[src/rtl/argmax_classifier.sv]
// Sequential argmax over NUM_CLASSES signed logits, one candidate per cycle.
// Optional top-1/top-2 margin output enabled by defining ARGMAX_MARGIN_EN.
module argmax_classifier #(
  parameter int unsigned DATA_WIDTH  = 16,
  parameter int unsigned FRAC_BITS   = 7,
  parameter int unsigned NUM_CLASSES = 10,
  parameter int unsigned IDXW        = (NUM_CLASSES > 1) ? $clog2(NUM_CLASSES) : 1
) (
  input  logic                         clk,
  input  logic                         reset_n,
  input  logic                         start,
  input  logic signed [DATA_WIDTH-1:0] logits [0:NUM_CLASSES-1],
  output logic                         busy,
  output logic                         done,
  output logic                         valid,
  output logic        [IDXW-1:0]       class_idx,
  output logic signed [DATA_WIDTH-1:0] max_val
`ifdef ARGMAX_MARGIN_EN
  ,
  output logic        [DATA_WIDTH:0]   margin
`endif
);

  typedef enum logic [1:0] {IDLE, SCAN, FINISH} state_t;

  localparam logic [IDXW-1:0] K_LAST = IDXW'(NUM_CLASSES - 1);

  state_t                      state_q, state_d;
  logic signed [DATA_WIDTH-1:0] logit_buf_q [0:NUM_CLASSES-1];
  logic signed [DATA_WIDTH-1:0] best_q;
  logic        [IDXW-1:0]       best_idx_q;
  logic        [IDXW-1:0]       k_q;
  logic        [IDXW-1:0]       class_idx_q;
  logic signed [DATA_WIDTH-1:0] max_val_q;
  logic                         done_q;
  logic                         valid_q;
  logic signed [DATA_WIDTH-1:0] x;
  logic                         take_x;

  always_ff @(posedge clk or negedge reset_n) begin
    if (!reset_n) state_q <= IDLE;
    else          state_q <= state_d;
  end

  always_comb begin
    state_d = state_q;
    unique case (state_q)
      IDLE:    if (start) state_d = (NUM_CLASSES == 1) ? FINISH : SCAN;
      SCAN:    if (k_q == K_LAST) state_d = FINISH;
      FINISH:  state_d = IDLE;
      default: state_d = IDLE;
    endcase
  end

  // Mux by comparison rather than direct indexing keeps the 1-class build width-clean.
  always_comb begin
    x = logit_buf_q[0];
    for (int unsigned i = 0; i < NUM_CLASSES; i++) begin
      if (k_q == IDXW'(i)) x = logit_buf_q[i];
    end
  end

  assign take_x = (x > best_q);

  always_ff @(posedge clk or negedge reset_n) begin
    if (!reset_n) begin
      logit_buf_q <= '{default: '0};
      best_q      <= '0;
      best_idx_q  <= '0;
      k_q         <= '0;
      class_idx_q <= '0;
      max_val_q   <= '0;
      done_q      <= 1'b0;
      valid_q     <= 1'b0;
    end else begin
      done_q <= 1'b0;
      unique case (state_q)
        IDLE: begin
          if (start) begin
            logit_buf_q <= logits;
            best_q      <= logits[0];
            best_idx_q  <= '0;
            k_q         <= IDXW'(1);
          end
        end
        SCAN: begin
          if (take_x) begin
            best_q     <= x;
            best_idx_q <= k_q;
          end
          if (k_q != K_LAST) k_q <= k_q + IDXW'(1);
        end
        FINISH: begin
          class_idx_q <= best_idx_q;
          max_val_q   <= best_q;
          done_q      <= 1'b1;
          valid_q     <= 1'b1;
        end
        default: ;
      endcase
    end
  end

`ifdef ARGMAX_MARGIN_EN
  localparam logic signed [DATA_WIDTH-1:0] S_MIN = {1'b1, {(DATA_WIDTH-1){1'b0}}};

  logic signed [DATA_WIDTH-1:0] second_q;
  logic        [DATA_WIDTH:0]   margin_q;
  logic        [DATA_WIDTH:0]   diff;
  logic        [DATA_WIDTH:0]   margin_d;

  // Sign-extend both operands so the full signed range difference fits unsigned.
  assign diff     = {best_q[DATA_WIDTH-1], best_q} - {second_q[DATA_WIDTH-1], second_q};
  assign margin_d = (NUM_CLASSES == 1) ? '0 : diff;

  always_ff @(posedge clk or negedge reset_n) begin
    if (!reset_n) begin
      second_q <= '0;
      margin_q <= '0;
    end else begin
      unique case (state_q)
        IDLE:   if (start) second_q <= S_MIN;
        SCAN: begin
          if (take_x)             second_q <= best_q;
          else if (x > second_q)  second_q <= x;
        end
        FINISH: margin_q <= margin_d;
        default: ;
      endcase
    end
  end

  assign margin = margin_q;
`endif

  assign busy      = (state_q != IDLE);
  assign done      = done_q;
  assign valid     = valid_q;
  assign class_idx = class_idx_q;
  assign max_val   = max_val_q;

endmodule
[config.mk]
export PLATFORM = sky130hd
export DESIGN_NAME = argmax_classifier
export DESIGN_NICKNAME = d
export VERILOG_FILES = /design/src/rtl/argmax_classifier.sv
export SDC_FILE = /design/constraint.sdc
export NUM_CORES = 1
export LEC_CHECK = 0
export CORE_MARGIN = 2
export CORE_UTILIZATION = 45
export DETAILED_ROUTE_END_ITERATION = 8
export HOLD_SLACK_MARGIN = 0.05
export MAX_ROUTING_LAYER = met4
export PLACE_DENSITY = 0.82
export RECOVER_POWER = 50
export SETUP_SLACK_MARGIN = 0.5
export SLEW_MARGIN = 15
export SYNTH_ARGS = -nofsm -noshare
export SYNTH_HDL_FRONTEND = slang
export SYNTH_SLANG_ARGS = --single-unit
[constraint.sdc]
create_clock -name clk -period 5.51 [get_ports clk]
set_input_delay 1.653 -clock clk [delete_from_list [all_inputs] [get_ports clk]]
set_output_delay 1.653 -clock clk [all_outputs]
set_load 0.005 [all_outputs]
==> summary.md, run 1 <==
| Metric | Value |
|---|---|
| Die ar. | 0.0239 mm² |
| Mapped Avg Cell Area | 11.4 µm² |
| Row count | 55 |
| Final hold viol count | 0 |
| WHS Endpoint | max_val[1] |
| Vias | 7880 |
| Gpl congestion | 0.963 |
| Clock latency on the worst-skew pair | 0.51 ns |
| Post-synthesis cell type count | 52 |
| Sw Share | 38.7% |
| Htree depth | 1 |
| Min-Delay Startpoint | max_val[1] |
| Combinational Power Share | 48.3% |
| Yosys top cell area share | 51.0% |
| Final Max Tran Viols | 157 |
| Post-Route WL | 29.6 mm |
| Post_cts resized | 0 |
| R2R cell count | 14 |
| CTS Buffer Depth | 3 |
| NetSw | 3.29 mW |
| I/O pins | 186 |
| Final core utilization | 57.8% |
| Cell with the most instances after synthesis | dfrtp_1 |
| Syn Nets | 1077 |
| Worst Setup SP | k_q[0] |
| Clock sink total | 208 |
| Core area | 0.0224 mm² |
| Final worst-path cycle share | 83.1% |
| CP Class | reg -> reg |
| Diode count | 0 |
| Initial antenna violation count | 0 |
| Number of global-route vias before repair | 8002 |
| Biggest area consumer among synthesized cells | dfrtp_1 |
| Power Internal | 5.22 mW |
| Worst-path cell chain | inv_1, ha_1, nor2b_1, a22oi_1, a21o_1, a31o_2, a31oi_1, ha_1, a21o_1, a211oi_1, a21oi_1, o32a_1, buf_4, mux2_1 |
| 1st-iter DRT viols | 754 |
| Status | complete, but fails checks |
| Clock transition at path regs | 0.06 ns |
| Fin crit period | 4.58 ns |
| Routed len/inst | 21.8 µm |
| Seq cells post-synth | 208 |
| CP Data Required Time | 5.90 ns |
| Hold buffer count at cts | 0 |
| PD cells | 657 mW/mm² |
| Hold Path Stages | 2 |
| Via density | 5.82 |
| Slew headroom | -94.6% |
| Fill cells | 1821 |
| CTS tree | done |
| First-pass GRT wire length | 45.2 mm |
| Reg2Reg Launch Point | k_q[0] |
| Clk pwr share | 17.6% |
| Fmax | 218 MHz |
| CTS Root Cell | clkbuf_16 |
| Worst Setup End Kind | register |
| Synth warnings | 0 |
| Die Height | 155 µm |
| GRT Total Usage | 25.4% |
| CTS Buf Count | 22 |
| Max_cap viols | 2 |
| Initial Util | 45.5% |
| Commonest cells post-synth | dfrtp_1 (208), mux2_2 (154), nand2_1 (67), nor2_1 (49), o21ai_0 (42) |
| Critical path's largest stage delay | 0.89 ns |
| Antenna viol nets, final | 0 |
| Worst-path fanout max | 20 |
| Flop pwr share | 34.1% |
| R2R setup slack | 0.93 ns |
| Remaining Overflow, GRT | 0 |
| Largest net degree at the start of global routing | 120 |
| Area growth syn-to-layout | 27.1% |
| Post-route DRC | 0 |
| Nets@finish | 1238 |
| Synth Flop Type | dfrtp_1 |
| Hold Path Class | reg -> reg |
| Crit path DAT | 4.97 ns |
| Final setup violation count | 0 |
| Synth async-reset ratio | 100% |
| Top post-synthesis cells by area | dfrtp_1 (51%), mux2_2 (17%), nand2_1 (2.5%), ha_1 (2.5%), o21ai_0 (2.1%) |
| Netlist Area Pre-Place | 0.0102 mm² |
| Worst path slowest cell | nor2b_1 |
| Seq/Total Area, Yosys | 51.0% |
| Clk_skew | 0.0150 ns |
| Pre-antenna DRT Iters | 7 |
| Detailed Place HPWL | 22.1 mm |
| Setup Buffers After CTS | 0 |
| Post-Synthesis Cells | 894 |
| Crit start category | register |
| Die width | 155 µm |
| Lkg Pwr | 5.38 nW |
| RSZ-0062 raised after global routing | false |
| RR Endpoint | best_q[5] |
| Port Buffer Count | 185 |
| Post-synth EDFFs | 0 |
| Share of cells above drive strength 1 | 21.5% |
| Setup TNS | 0 ns |
| Worst-Margin Slew | 2.92 ns |
| Worst IR Drop VDD | 0.328 mV |
| Failing checks | max-capacitance violations, max-slew violations |
-- kinds of logic after synthesis --
group	after synthesis	share of synthesized area [%]
multiplexers	170	18.9
buffers and inverters	104	4.49
AO/OA/AOI/OAI	236	16.2
adder cells (fa/ha/maj)	20	2.45
XOR/XNOR	2	0.172
flip-flops	208	51.0
AND/OR/NAND/NOR	154	6.70
-- critical path: cells and delay by family (launching register included) --
kind	cells	cell delay, ns
AO/OA/AOI/OAI	8	1.79
adder cells (fa/ha/maj)	2	0.60
buffers and inverters	2	0.37
flip-flops	1	0.44
multiplexers	1	0.35
AND/OR/NAND/NOR	1	0.89
-- power groups by stage --
stage	combinational, mW	clock (mW)	sequential [mW]
2_1_floorplan	3.06	0	2.61
3_3_place_gp	3.96	0	2.89
3_5_place_dp	4.06	0	2.90
4_1_cts	4.08	1.52	2.88
5_1_grt	4.47	1.58	2.98
6_report	4.11	1.50	2.90
-- layout make-up --
type / count / area, µm² / share of cell area, %
flip-flops and latches: 208 / 5200 / 40.2
clock inverters: 7 / 90.1 / 0.695
repair buffers: 203 / 1980 / 15.3
well taps: 285 / 357 / 2.75
inverters: 38 / 143 / 1.10
multi-input cells: 582 / 4540 / 35.1
clock buffers: 32 / 639 / 4.93
-- cell usage in the layout (no fill, tap or decap), types with 3 or more instances in the layout --
cell type	Yosys	layout
o2bb2ai_1	12	12
nand3_1	4	4
a221oi_1	3	3
nand2b_1	9	9
a21o_1	19	19
o221ai_1	5	5
o21a_1	14	14
o21ai_0	42	42
nor2_1	49	48
inv_1	38	38
buf_4	0	13
a22oi_1	14	14
a31oi_1	31	31
dfrtp_1	208	208
a31o_2	7	7
or3_1	5	5
mux2_1	9	9
o31ai_1	12	12
clkbuf_16	0	23
clkbuf_8	0	3
nand4_1	3	3
a31o_1	7	7
clkbuf_2	0	4
a21oi_1	35	35
clkbuf_1	32	7
a211oi_1	13	13
ha_1	20	20
clkinv_2	0	3
mux2_4	5	5
o221ai_2	9	9
nor2b_1	6	6
mux2_2	154	154
clkdlybuf4s50_1	0	184
nand2_1	67	67
-- flip-flops by register name, indices dropped and copies added (netlist names) --
signal and flops:
logit_buf_q 160, valid 1, k_q 4, best_q 16, max_val 16, class_idx 4
done 1, best_idx_q 4, state_q 2
-- layer usage --
layer | GRT usage, % | vias up | part of all wire (%)
li1 | - | 3558 | -
met1 | 34.9 | 3900 | 44
met2 | 38.3 | 354 | 45
met3 | 4.76 | 68 | 7.9
met4 | 8.60 | 0 | 3.4
met5 | - | - | 0
-- through the flow --
step | cells | setup slack, ns | power [mW] | hold WS [ns] | cell area (µm²)
3_3_place_gp | 1316 | 1.12 | 6.84 | 0.452 | 12300
4_1_cts | 1355 | 1.04 | 8.49 | 0.489 | 13000
3_5_place_dp | 1316 | 1.05 | 6.95 | 0.462 | 12300
6_report | 1355 | 0.929 | 8.51 | 0.484 | 13000
2_1_floorplan | 894 | 1.94 | 5.67 | 0.454 | 10200
5_1_grt | 1355 | 0.630 | 9.03 | 0.513 | 13000
-- how the worst max path moves through the flow --
stage / to / slack, ns / depth (start not counted)
global placement: best_idx_q[0] / 1.12 / 14
global route: best_q[8] / 0.63 / 12
floorplan: best_q[10] / 1.94 / 15
finish: best_q[5] / 0.93 / 14
CTS: best_idx_q[1] / 1.04 / 14
detailed placement: best_q[7] / 1.05 / 14
No activity file was read; power rests on OpenSTA's default activity.
==> inputs of run 2 (changes only) <==
==> constraint.sdc (replaced) <==
create_clock -name clk -period 4.45 [get_ports clk]
set_input_delay 1.335 -clock clk [delete_from_list [all_inputs] [get_ports clk]]
set_output_delay 1.335 -clock clk [all_outputs]
set_load 0.005 [all_outputs]
==> summary.md, run 2 (synthesis results as in run 1) <==
| Metric | Value |
|---|---|
| Clock transition at path regs | 0.06 ns (about the same) |
| Share of cells above drive strength 1 | 24.1% (+2.6 points) |
| CP Data Required Time | 4.83 ns (-1.07 ns) |
| Setup TNS | 0 ns (unchanged) |
| GRT Total Usage | 25.3% (-0.099 points) |
| Die width | 155 µm (unchanged) |
| Max_cap viols | 1 (-1) |
| Final hold viol count | 0 (unchanged) |
| CTS Buffer Depth | 3 (unchanged) |
| Final Max Tran Viols | 86 (-45%) |
| Crit path buffers/inverters | 4 (+2) |
| PD cells | 818 mW/mm² (+25%) |
| Htree depth | 1 (unchanged) |
| Clock sink total | 208 (unchanged) |
| CTS Root Cell | clkbuf_16 |
| Final setup violation count | 0 (unchanged) |
| Slew headroom | -50.4% (+44 points) |
| Failing checks | max-capacitance violations, max-slew violations |
| Gpl congestion | 1.00 (+4.1%) |
| Worst-path cell chain | inv_2, ha_4, clkinvlp_4, buf_4, o21a_1, o31ai_1, a31o_2, a31oi_1, ha_1, a21o_1, a211oi_1, a21oi_1, o32a_1, buf_12, mux2_1 |
| Nets@finish | 1245 (+0.57%) |
| Clock latency on the worst-skew pair | 0.51 ns (about the same) |
| Routed len/inst | 21.9 µm (+0.23%) |
| Status | complete, but fails checks |
| Final worst-path cycle share | 87.4% (+4.2 points) |
| Fin crit period | 3.89 ns (-0.692 ns) |
| Remaining Overflow, GRT | 0 (unchanged) |
| Lkg Pwr | 5.45 nW (+1.3%) |
| Crit start category | register |
| Fmax | 257 MHz (+18%) |
| Worst setup margin | 0.562 ns (-0.368 ns) |
| Port Buffer Count | 185 (unchanged) |
| Initial antenna violation count | 0 (unchanged) |
| Diode count | 0 (unchanged) |
| Worst-Margin Slew | 2.26 ns (-0.663 ns) |
| CTS Buf Count | 22 (unchanged) |
| Worst IR Drop VDD | 0.554 mV (+69%) |
| Worst path slowest cell | dfrtp_2 |
| Pre-antenna DRT Iters | 5 (-2) |
| Number of global-route vias before repair | 7796 (-2.6%) |
| Top delay family on crit path | compound AO/OA/AOI/OAI gates |
| RSZ-0062 raised after global routing | false |
| Post-Route WL | 29.8 mm (+0.82%) |
| Die Height | 155 µm (unchanged) |
| Row count | 55 (unchanged) |
| Worst-path fanout max | 20 (unchanged) |
| Most frequent cells in the layout | dfrtp_1 (205), clkdlybuf4s50_1 (184), mux2_2 (154), nand2_1 (67), nor2_1 (48) |
| Largest net degree at the start of global routing | 93 (-23%) |
| Fill cells | 1818 (-0.16%) |
| Detailed Place HPWL | 21.8 mm (-1.5%) |
| CTS tree | done |
| Worst Setup End Kind | register |
| Critical path's largest stage delay | 0.46 ns (-0.43 ns) |
| I/O pins | 186 (unchanged) |
| Die ar. | 0.0239 mm² (unchanged) |
| Setup WS pre-CTS | 0.313 ns (-0.737 ns) |
| Top reg by flops | logit_buf_q |
| Core area | 0.0224 mm² (unchanged) |
| Crit path DAT | 4.26 ns (-0.71 ns) |
| Post-route DRC | 0 (unchanged) |
| Most common cell after layout, fill and taps aside | dfrtp_1 |
| Worst Hold Slack | 0.484 ns (+0.000142 ns) |
| 1st-iter DRT viols | 756 (+0.27%) |
| Area growth syn-to-layout | 29.4% |
| First-pass GRT wire length | 45.2 mm (about the same) |
| Max reg flops | 160 (unchanged) |
| Hold Path Class | reg -> reg |
| Vias | 7856 (-0.30%) |
| Antenna viol nets, final | 0 (unchanged) |
| Initial Util | 45.5% (unchanged) |
| Via density | 5.76 (-0.89%) |
| CP Class | reg -> reg |
| Clk_skew | 0.0260 ns (+0.0110 ns) |
## run 2: changes by cell type in the layout (fill, tap and decap cells not counted), sizes merged
cell	delta
buf	+11
bufinv	-1
clkinv	+2
inv	-1
clkbuf	-3
## run 2: cell type report
class / instances / area, µm² / share of cell area [%]
Sequential cell: 208 / 5210 / 39.5
Multi-Input combinational cell: 582 / 4630 / 35.1
Timing Repair Buffer: 210 / 2120 / 16.0
Clock buffer: 33 / 662 / 5.02
Tap cell: 285 / 357 / 2.70
Inverter: 38 / 146 / 1.11
Clock inverter: 7 / 73.8 / 0.559
## run 2: metal layers
layer / vias to the layer above / global-route usage, % / wire [µm]
met3: 52 / 2.83 / 1850
met1: 3895 / 34.8 / 13000
li1: 3561 / - / -
met5: - / - / 0
met4: 0 / 6.48 / 811
met2: 348 / 40.5 / 14100
## run 2: stage by stage
step / cells / area [µm²] / total power, mW / util (%)
2_1_floorplan: 894 / 10200 / 7.02 / -
3_3_place_gp: 1318 / 12300 / 8.46 / 54.8
3_5_place_dp: 1318 / 12300 / 8.61 / 54.8
4_1_cts: 1361 / 13100 / 10.6 / 58.3
5_1_grt: 1363 / 13200 / 11.4 / 58.8
6_report: 1363 / 13200 / 10.8 / 58.8
## run 2: power breakdown
part           leakage, nW  total (mW)  internal (mW)  switching [mW]
Sequential            2.50        3.59           2.85           0.739
Combinational         2.58        5.37           2.69            2.67
Clock                0.363        1.84           1.09           0.751
## run 2: worst register-to-register path, stage by stage, from the launching register on
cell,delay (ns)
dfrtp_2,0.46
inv_2,0.15
ha_4,0.23
clkinvlp_4,0.11
buf_4,0.16
o21a_1,0.18
o31ai_1,0.36
a31o_2,0.26
a31oi_1,0.10
ha_1,0.31
a21o_1,0.16
a211oi_1,0.28
a21oi_1,0.11
o32a_1,0.39
buf_12,0.18
mux2_1,0.33
## run 2: worst paths after layout
| check | from | to | slack, ns | depth (start not counted) |
|---|---|---|---|---|
| min | best_q[10] | best_q[10] | 0.48 | 1 |
| min in group asynchronous | reset_n | class_idx[3] | 1.50 | 1 |
| min reg2reg | best_q[10] | best_q[10] | 0.48 | 1 |
| max reg2reg | k_q[0] | best_idx_q[0] | 0.56 | 15 |
| max in group asynchronous | reset_n | k_q[3] | 1.49 | 1 |
| max | k_q[0] | best_idx_q[0] | 0.56 | 15 |
## run 2: repair_timing
item | in CTS | in global routing
hold buffers | 0 | 0
pin swaps | 0 | 2
endpoints found under the setup margin | 19 | 20
buffers inserted | 3 | 2
resized for setup | 8 | 27
gates cloned | 0 | 0
==> inputs of run 3 (changes only) <==
--- a/config.mk
+++ b/config.mk
@@ -8,7 +8,6 @@
 export CORE_MARGIN = 2
 export CORE_UTILIZATION = 45
 export DETAILED_ROUTE_END_ITERATION = 8
-export HOLD_SLACK_MARGIN = 0.05
 export MAX_ROUTING_LAYER = met4
 export PLACE_DENSITY = 0.82
 export RECOVER_POWER = 50
==> results of run 3 <==
Final layout, timing and power as in run 2 (identical DEF).
